**src/rtl/dmem_access_ctrl_pkg.sv**
```systemverilog
// rtl/dmem_access_ctrl_pkg.sv - memory command codes and FSM state encodings
package dmem_access_ctrl_pkg;

    localparam logic [1:0] MEMNOP = 2'b00;
    localparam logic [1:0] MEMWLD = 2'b01;
    localparam logic [1:0] MEMWST = 2'b10;

    typedef enum logic [1:0] {
        ST_IDLE  = 2'b00,
        ST_ISSUE = 2'b01,
        ST_WAIT  = 2'b10,
        ST_RESP  = 2'b11
    } state_e;

endpackage

```
**src/rtl/dmem_access_ctrl.sv**
```systemverilog
// rtl/dmem_access_ctrl.sv - load/store sequencer in front of the 256x128 data memory
// Address buses use MSB-first bit naming upstream: bit 0 there is bit [31] here.
module dmem_access_ctrl
    import dmem_access_ctrl_pkg::*;
#(
    parameter int IDX_W = 8,
    parameter int TAG_W = 5
) (
    input  logic             clk,
    input  logic             rst_n,
    input  logic             req_valid,
    output logic             req_ready,
    input  logic [1:0]       req_op,
    input  logic [31:0]      req_addr,
    input  logic [127:0]     req_wdata,
    input  logic [TAG_W-1:0] req_tag,
    output logic [1:0]       dm_ctrl_sig,
    output logic [31:0]      mem_ctrl_addr,
    output logic [127:0]     dm_wdata,
    input  logic [127:0]     dm_rdata,
    output logic             rsp_valid,
    input  logic             rsp_ready,
    output logic [127:0]     rsp_data,
    output logic [TAG_W-1:0] rsp_tag,
    output logic             rsp_err,
    output logic             addr_err
);

    function automatic logic addr_in_range(input logic [31:0] a);
        return (a >> IDX_W) == 32'd0;
    endfunction

    state_e             r_state;
    state_e             w_next;
    logic [1:0]         r_dm_ctrl;
    logic [31:0]        r_mem_addr;
    logic [127:0]       r_dm_wdata;
    logic [TAG_W-1:0]   r_tag;
    logic [127:0]       r_rsp_data;
    logic [TAG_W-1:0]   r_rsp_tag;
    logic               r_rsp_err;
    logic               r_addr_err;

    logic w_accept;
    logic w_is_ld;
    logic w_is_st;
    logic w_in_range;

    assign w_accept   = req_valid && (r_state == ST_IDLE);
    assign w_is_ld    = (req_op == MEMWLD);
    assign w_is_st    = (req_op == MEMWST);
    assign w_in_range = addr_in_range(req_addr);

    always_ff @(posedge clk or negedge rst_n) begin
        if (!rst_n) r_state <= ST_IDLE;
        else        r_state <= w_next;
    end

    always_comb begin
        w_next = r_state;
        case (r_state)
            ST_IDLE: begin
                if (w_accept && w_is_ld)
                    w_next = w_in_range ? ST_ISSUE : ST_RESP;
                else if (w_accept && w_is_st && w_in_range)
                    w_next = ST_ISSUE;
            end
            // The registered command still shows which op is in flight.
            ST_ISSUE: w_next = (r_dm_ctrl == MEMWLD) ? ST_WAIT : ST_IDLE;
            ST_WAIT:  w_next = ST_RESP;
            ST_RESP:  if (rsp_ready) w_next = ST_IDLE;
            default:  w_next = ST_IDLE;
        endcase
    end

    always_ff @(posedge clk or negedge rst_n) begin
        if (!rst_n) begin
            r_dm_ctrl  <= MEMNOP;
            r_mem_addr <= '0;
            r_dm_wdata <= '0;
            r_tag      <= '0;
            r_rsp_data <= '0;
            r_rsp_tag  <= '0;
            r_rsp_err  <= 1'b0;
            r_addr_err <= 1'b0;
        end else begin
            r_dm_ctrl  <= MEMNOP;
            r_addr_err <= w_accept && (w_is_ld || w_is_st) && !w_in_range;
            if (w_accept && (w_is_ld || w_is_st) && w_in_range) begin
                r_dm_ctrl  <= req_op;
                r_mem_addr <= {req_addr[IDX_W-1:0], {(32-IDX_W){1'b0}}};
                r_dm_wdata <= req_wdata;
                r_tag      <= req_tag;
            end
            if (w_accept && w_is_ld && !w_in_range) begin
                r_rsp_data <= '0;
                r_rsp_tag  <= req_tag;
                r_rsp_err  <= 1'b1;
            end
            if (r_state == ST_WAIT) begin
                r_rsp_data <= dm_rdata;
                r_rsp_tag  <= r_tag;
                r_rsp_err  <= 1'b0;
            end
        end
    end

    assign req_ready     = (r_state == ST_IDLE);
    assign rsp_valid     = (r_state == ST_RESP);
    assign dm_ctrl_sig   = r_dm_ctrl;
    assign mem_ctrl_addr = r_mem_addr;
    assign dm_wdata      = r_dm_wdata;
    assign rsp_data      = r_rsp_data;
    assign rsp_tag       = r_rsp_tag;
    assign rsp_err       = r_rsp_err;
    assign addr_err      = r_addr_err;

endmodule

```
**config.mk**
```make
export PLATFORM = sky130hd
export DESIGN_NAME = dmem_access_ctrl
export DESIGN_NICKNAME = d
export VERILOG_FILES = /design/src/rtl/dmem_access_ctrl_pkg.sv /design/src/rtl/dmem_access_ctrl.sv
export SDC_FILE = /design/constraint.sdc
export NUM_CORES = 1
export LEC_CHECK = 0
export BUFFER_PORTS_ARGS = -buffer_cell sky130_fd_sc_hd__buf_4
export CORE_AREA = 8 8 226 228
export DETAILED_ROUTE_END_ITERATION = 8
export DIE_AREA = 0 0 234 236
export PLACE_DENSITY = 0.51
export SYNTH_ARGS = -nofsm -noshare
export SYNTH_HDL_FRONTEND = slang
export SYNTH_SLANG_ARGS = --single-unit
export TNS_END_PERCENT = 30
```
**constraint.sdc**
```tcl
create_clock -name clk -period 2.5 [get_ports clk]
set_input_delay 0.125 -clock clk [delete_from_list [all_inputs] [get_ports clk]]
set_output_delay 0.125 -clock clk [all_outputs]
set_load 0.005 [all_outputs]
```
# Word level (Yosys, flattened, before mapping)

Cells that the tools add are included.
W data, S select, Z words.

Register bits after elaboration: 280
Output and inout port bits: 299
Logic and storage cells: 44
Input bits: 299

Reduce and logical (&&, ||, !) cells: 14
Multiplexer cells: 13
Equality and inequality tests: 8

Operators by type and width:

| operator             | number |
|---|---|
| $mux W128            | 2 |
| $logic_not A32 Y1    | 1 |
| $mux W2              | 6 |
| $mux W5              | 2 |
| $logic_and A1 B1 Y1  | 8 |
| $pmux W2 S4          | 1 |
| $eq A2 B1 Y1 const B | 3 |
| $eq A2 B2 Y1 const B | 3 |
| $ne A3 B1 Y1 const B | 1 |
| $logic_not A2 Y1     | 1 |
| $mux W1              | 2 |
| $ne A2 B1 Y1 const B | 1 |
| $reduce_and A2 Y1    | 1 |
| $reduce_bool A2 Y1   | 1 |
| $logic_not A1 Y1     | 1 |
| $logic_or A1 B1 Y1   | 1 |

# Depth between registers and ports, before layout

Depth in word-level cells: 7
Mapped depth: 8
Depth with buffers taken out: 5

# Worst setup path before layout

No wires, ideal clock.

Kind: in2reg
Start point: input port req_addr[13]
End point: register r_dm_wdata[32], in the netlist dm_wdata[32]
Data required time: 2.373 ns
Setup time: 0.127 ns
Setup slack: 0.693 ns
Buffers on the path: 3
Arrival: 1.680 ns
Stages on the path: 8
Path through: nor4_1 -> nand2_1 -> nor3_4 -> nor3b_2 -> buf_2 -> buf_6 -> buf_6 -> mux2_1

Longest elaborated chain between the ends: 2

RTL lines:

| what                 | line                   | source |
|---|---|---|
| start, declared      | dmem_access_ctrl.sv:14 | `input logic [31:0] req_addr,` |
| $logic_not A32 Y1    | dmem_access_ctrl.sv:30 | `return (a >> IDX_W) == 32'd0;` |
| $logic_and A1 B1 Y1  | dmem_access_ctrl.sv:89 | `if (w_accept && (w_is_ld \|\| w_is_st) && w_in_range) begin` |
| end signal, assigned | dmem_access_ctrl.sv:92 | `r_dm_wdata <= req_wdata;` |
| end, declared        | dmem_access_ctrl.sv:37 | `logic [127:0] r_dm_wdata;` |

Every way passes these cells.
A chain may end at the register's enable or synchronous reset.

# Final worst setup path

Start point: register r_state[1]
End point: register r_dm_wdata[40], in the netlist dm_wdata[40]

Longest elaborated chain between the ends: 4

RTL lines:

| what                              | line                   | source |
|---|---|---|
| start, declared                   | dmem_access_ctrl.sv:33 | `state_e r_state;` |
| start signal, assigned            | dmem_access_ctrl.sv:56 | `else r_state <= w_next;` |
| $logic_not A2 Y1                  | dmem_access_ctrl.sv:49 | `assign w_accept = req_valid && (r_state == ST_IDLE);` |
| $logic_and A1 B1 Y1               | dmem_access_ctrl.sv:49 |  |
| $logic_and A1 B1 Y1 (2 in series) | dmem_access_ctrl.sv:89 |  |

Every way passes these cells.

==> qor.yml <==
clocking:
  cts_buffers: 34
  clkTransAtPathRegs_ps: 60
  ctsHoldBuffers: 274
  post_cts_buffers: 0
  cts_tree: "done"
  clk_latency_ps: 530
  htree_levels: 2
  cts_resized: 0
  clockRootBuffer: "clkbuf_16"
  clock_sinks: 280
  clk_path_buf_depth: 3
run:
  drv_cap: 0
timing:
  rsz0062_at_grt: "no"
  maxSlewHeadroom: 0.5386
  period_needed_ps: 2185
  timing.final.crit_share: 0.8741
  holdWs_ps: 213.0
  hold_viol_final: 0
  tightest_slew_ps: 692.2
  max_clock_freq_mhz: 457.6
  slew_violations: 0
  setup_viol: 0
  tns_ps: 0
  fin_worst_skew_ps: 14.92
  setup_ws_ps: 314.7
global_route:
  grt_pass1_wl_um: 67900
  grtUsageTotal: 0.1536
  antenna_found_initial: 2
  grt_pass1_vias: 11580
  grt_max_degree: 85
  grt_overflow: 0
power_and_ir_drop:
  p_int_mw: 11.37
  ir_drop_v: 0.0006264
  p_sw_frac: 0.3120
  power.clock.fraction: 0.311
  power_leakage_nw: 10.21
  p_total_mw: 16.53
  p_comb_frac: 0.315
  powerDensity_nw_per_um2: 827.3
  power.switching_mw: 5.156
  pwr-share-seq: 0.375
yosys:
  yosysSeqAreaShare: 0.6359
  synth-seq-cells: 280
  syn_inst: 946
  synth.cell_area_um2: 11020
  syn_avg_cell_area_um2: 11.65
  synth.distinct_cells: 26
  synth_warnings: 0
final_layout:
  seq_area_um2: 7007
  syn2layout_area_growth_pct: 81.30
  final_cell_mix: "buf_4, dfrtp_1, dlygate4sd3_1"
  multi_input_area_um2: 3637
  final_common_cell: "buf_4"
  fillCellCount: 4419
  nets: 2095
  stdcell_count: 2433
  final_cell_area_um2: 19980
  drive_gt1_frac: 0.4053
  fin_util: 0.4219
drt:
  postRouteAntennaNets: 0
  viasPerCell: 4.185
  wl_um: 43740
  wl_per_cell_um: 17.98
  drc: 0
  vias: 10180
  drt_first_pass_iters: 4
  drt_iter0_markers: 351
setup_path:
  crit_chain: "nor2_1 -> nand2_1 -> nor3b_4 -> buf_12 -> buf_4 -> mux2_1"
  arrival_ps: 2590
  worstPathRequired_ps: 2900
  start_kind: "register"
  critPathSlowestCell: "dfrtp_1"
  worstRegToRegCells: 6
  critPathMaxFanout: 40
  reg2reg_slack_ps: 310
  critPathKind: "reg2reg"
  r2r-end: "dm_wdata[40]"
  critPathTopFamily: "simple AND/OR/NAND/NOR gates"
  r2r_start: "r_state[1]"
  critical_path.max_stage_delay_ps: 450
  crit_buf_inv: 2
  crit_path_end_kind: "register"
run_status:
  status: "complete, no violations"
floorplanning:
  die_w_um: 234
  io_pins: 598
  die-height_um: 236
  row_count: 80
  die_area_um2: 55220
  start_util: 0.2327
  coreArea_um2: 47350
placed_design:
  routabilityCongestion: 0.7536
  dp_slack_ps: 275.0
  dp_hpwl_um: 31220
  place_area_um2: 16050
  io_buffers: 573
  dp.cells: 2099
hold_path:
  hp-class: "in2async"
[layout make-up]
| type | instances | area share |
|---|---|---|
| sequential | 280 | 0.3508 |
| multi-input combinational | 602 | 0.1821 |
| clock inverter | 5 | 0.003883 |
| timing repair buffer | 873 | 0.3691 |
| clock buffer | 53 | 0.05487 |
| tap | 615 | 0.03852 |
| antenna | 2 | 0.0002505 |
| inverter | 3 | 0.0005637 |
[power by group through the flow]
stage / Combinational (mW) / Sequential [mW] / Clock [mW]
floorplan: 1.79 / 6.25 / 0
global placement: 4.92 / 6.22 / 0
CTS: 5.31 / 6.20 / 5.31
finish: 5.20 / 6.19 / 5.13
global route: 5.83 / 6.34 / 5.47
detailed placement: 4.97 / 6.24 / 0
[registers in the layout, indices dropped and copies added, names as in the netlist]
| signal | flops |
|---|---|
| mem_ctrl_addr | 8 |
| dm_wdata | 128 |
| dm_ctrl_sig | 2 |
| rsp_tag | 5 |
| r_state | 2 |
| rsp_data | 128 |
| r_tag | 5 |
| rsp_err | 1 |
| addr_err | 1 |
[logic make-up (layout without fill, tap and decap cells)]
logic type,after synthesis,in the layout,share of synthesized area
AOI/OAI and AO/OA,141,141,0.06757
other,1,26,0.0003404
and+or+nand+nor,294,294,0.1054
DFF,280,280,0.6359
buffers and inverters,87,934,0.04440
adders and majority gates,2,2,0.002271
muxes,141,141,0.1441
[Yosys cell counts]
cell / count / share of area
a21boi_0: 1 / 0.00068
a21oi_1: 6 / 0.0027
a41o_1: 1 / 0.00091
and2_1: 3 / 0.0017
buf_2: 7 / 0.0032
buf_4: 25 / 0.017
buf_6: 8 / 0.0082
clkbuf_1: 44 / 0.015
conb_1: 1 / 0.00034
dfrtp_1: 280 / 0.64
ha_1: 2 / 0.0023
inv_1: 3 / 0.0010
mux2_1: 68 / 0.069
mux2_2: 73 / 0.075
nand2_1: 265 / 0.090
nand2b_1: 1 / 0.00057
nand3_1: 1 / 0.00045
nor2_1: 13 / 0.0044
nor3_1: 1 / 0.00045
nor3_4: 1 / 0.0015
nor3b_2: 1 / 0.0011
nor4_1: 6 / 0.0034
nor4bb_1: 1 / 0.00091
o21ai_0: 128 / 0.058
o221a_2: 5 / 0.0051
or2_2: 1 / 0.00057
[how the worst max path moves through the flow]
stage                      start            to  slack (ps)  cells past startpoint
finish                r_state[1]  dm_wdata[40]         310                      6
global route          r_state[1]  dm_wdata[34]         210                      6
detailed placement  req_addr[13]  dm_wdata[35]         280                      8
CTS                   r_state[1]  dm_wdata[35]         300                      6
global placement    req_addr[17]  dm_wdata[82]         320                      8
floorplan           req_addr[13]  dm_wdata[32]         690                      8
[layer usage]
metal,GRT usage,up-vias,part of all wire
li1,-,4795,-
met1,0.1747,4890,0.39
met2,0.2658,428,0.49
met3,0.05378,68,0.090
met4,0.04883,0,0.027
met5,0,-,0
(Power assumes the default switching activity.)
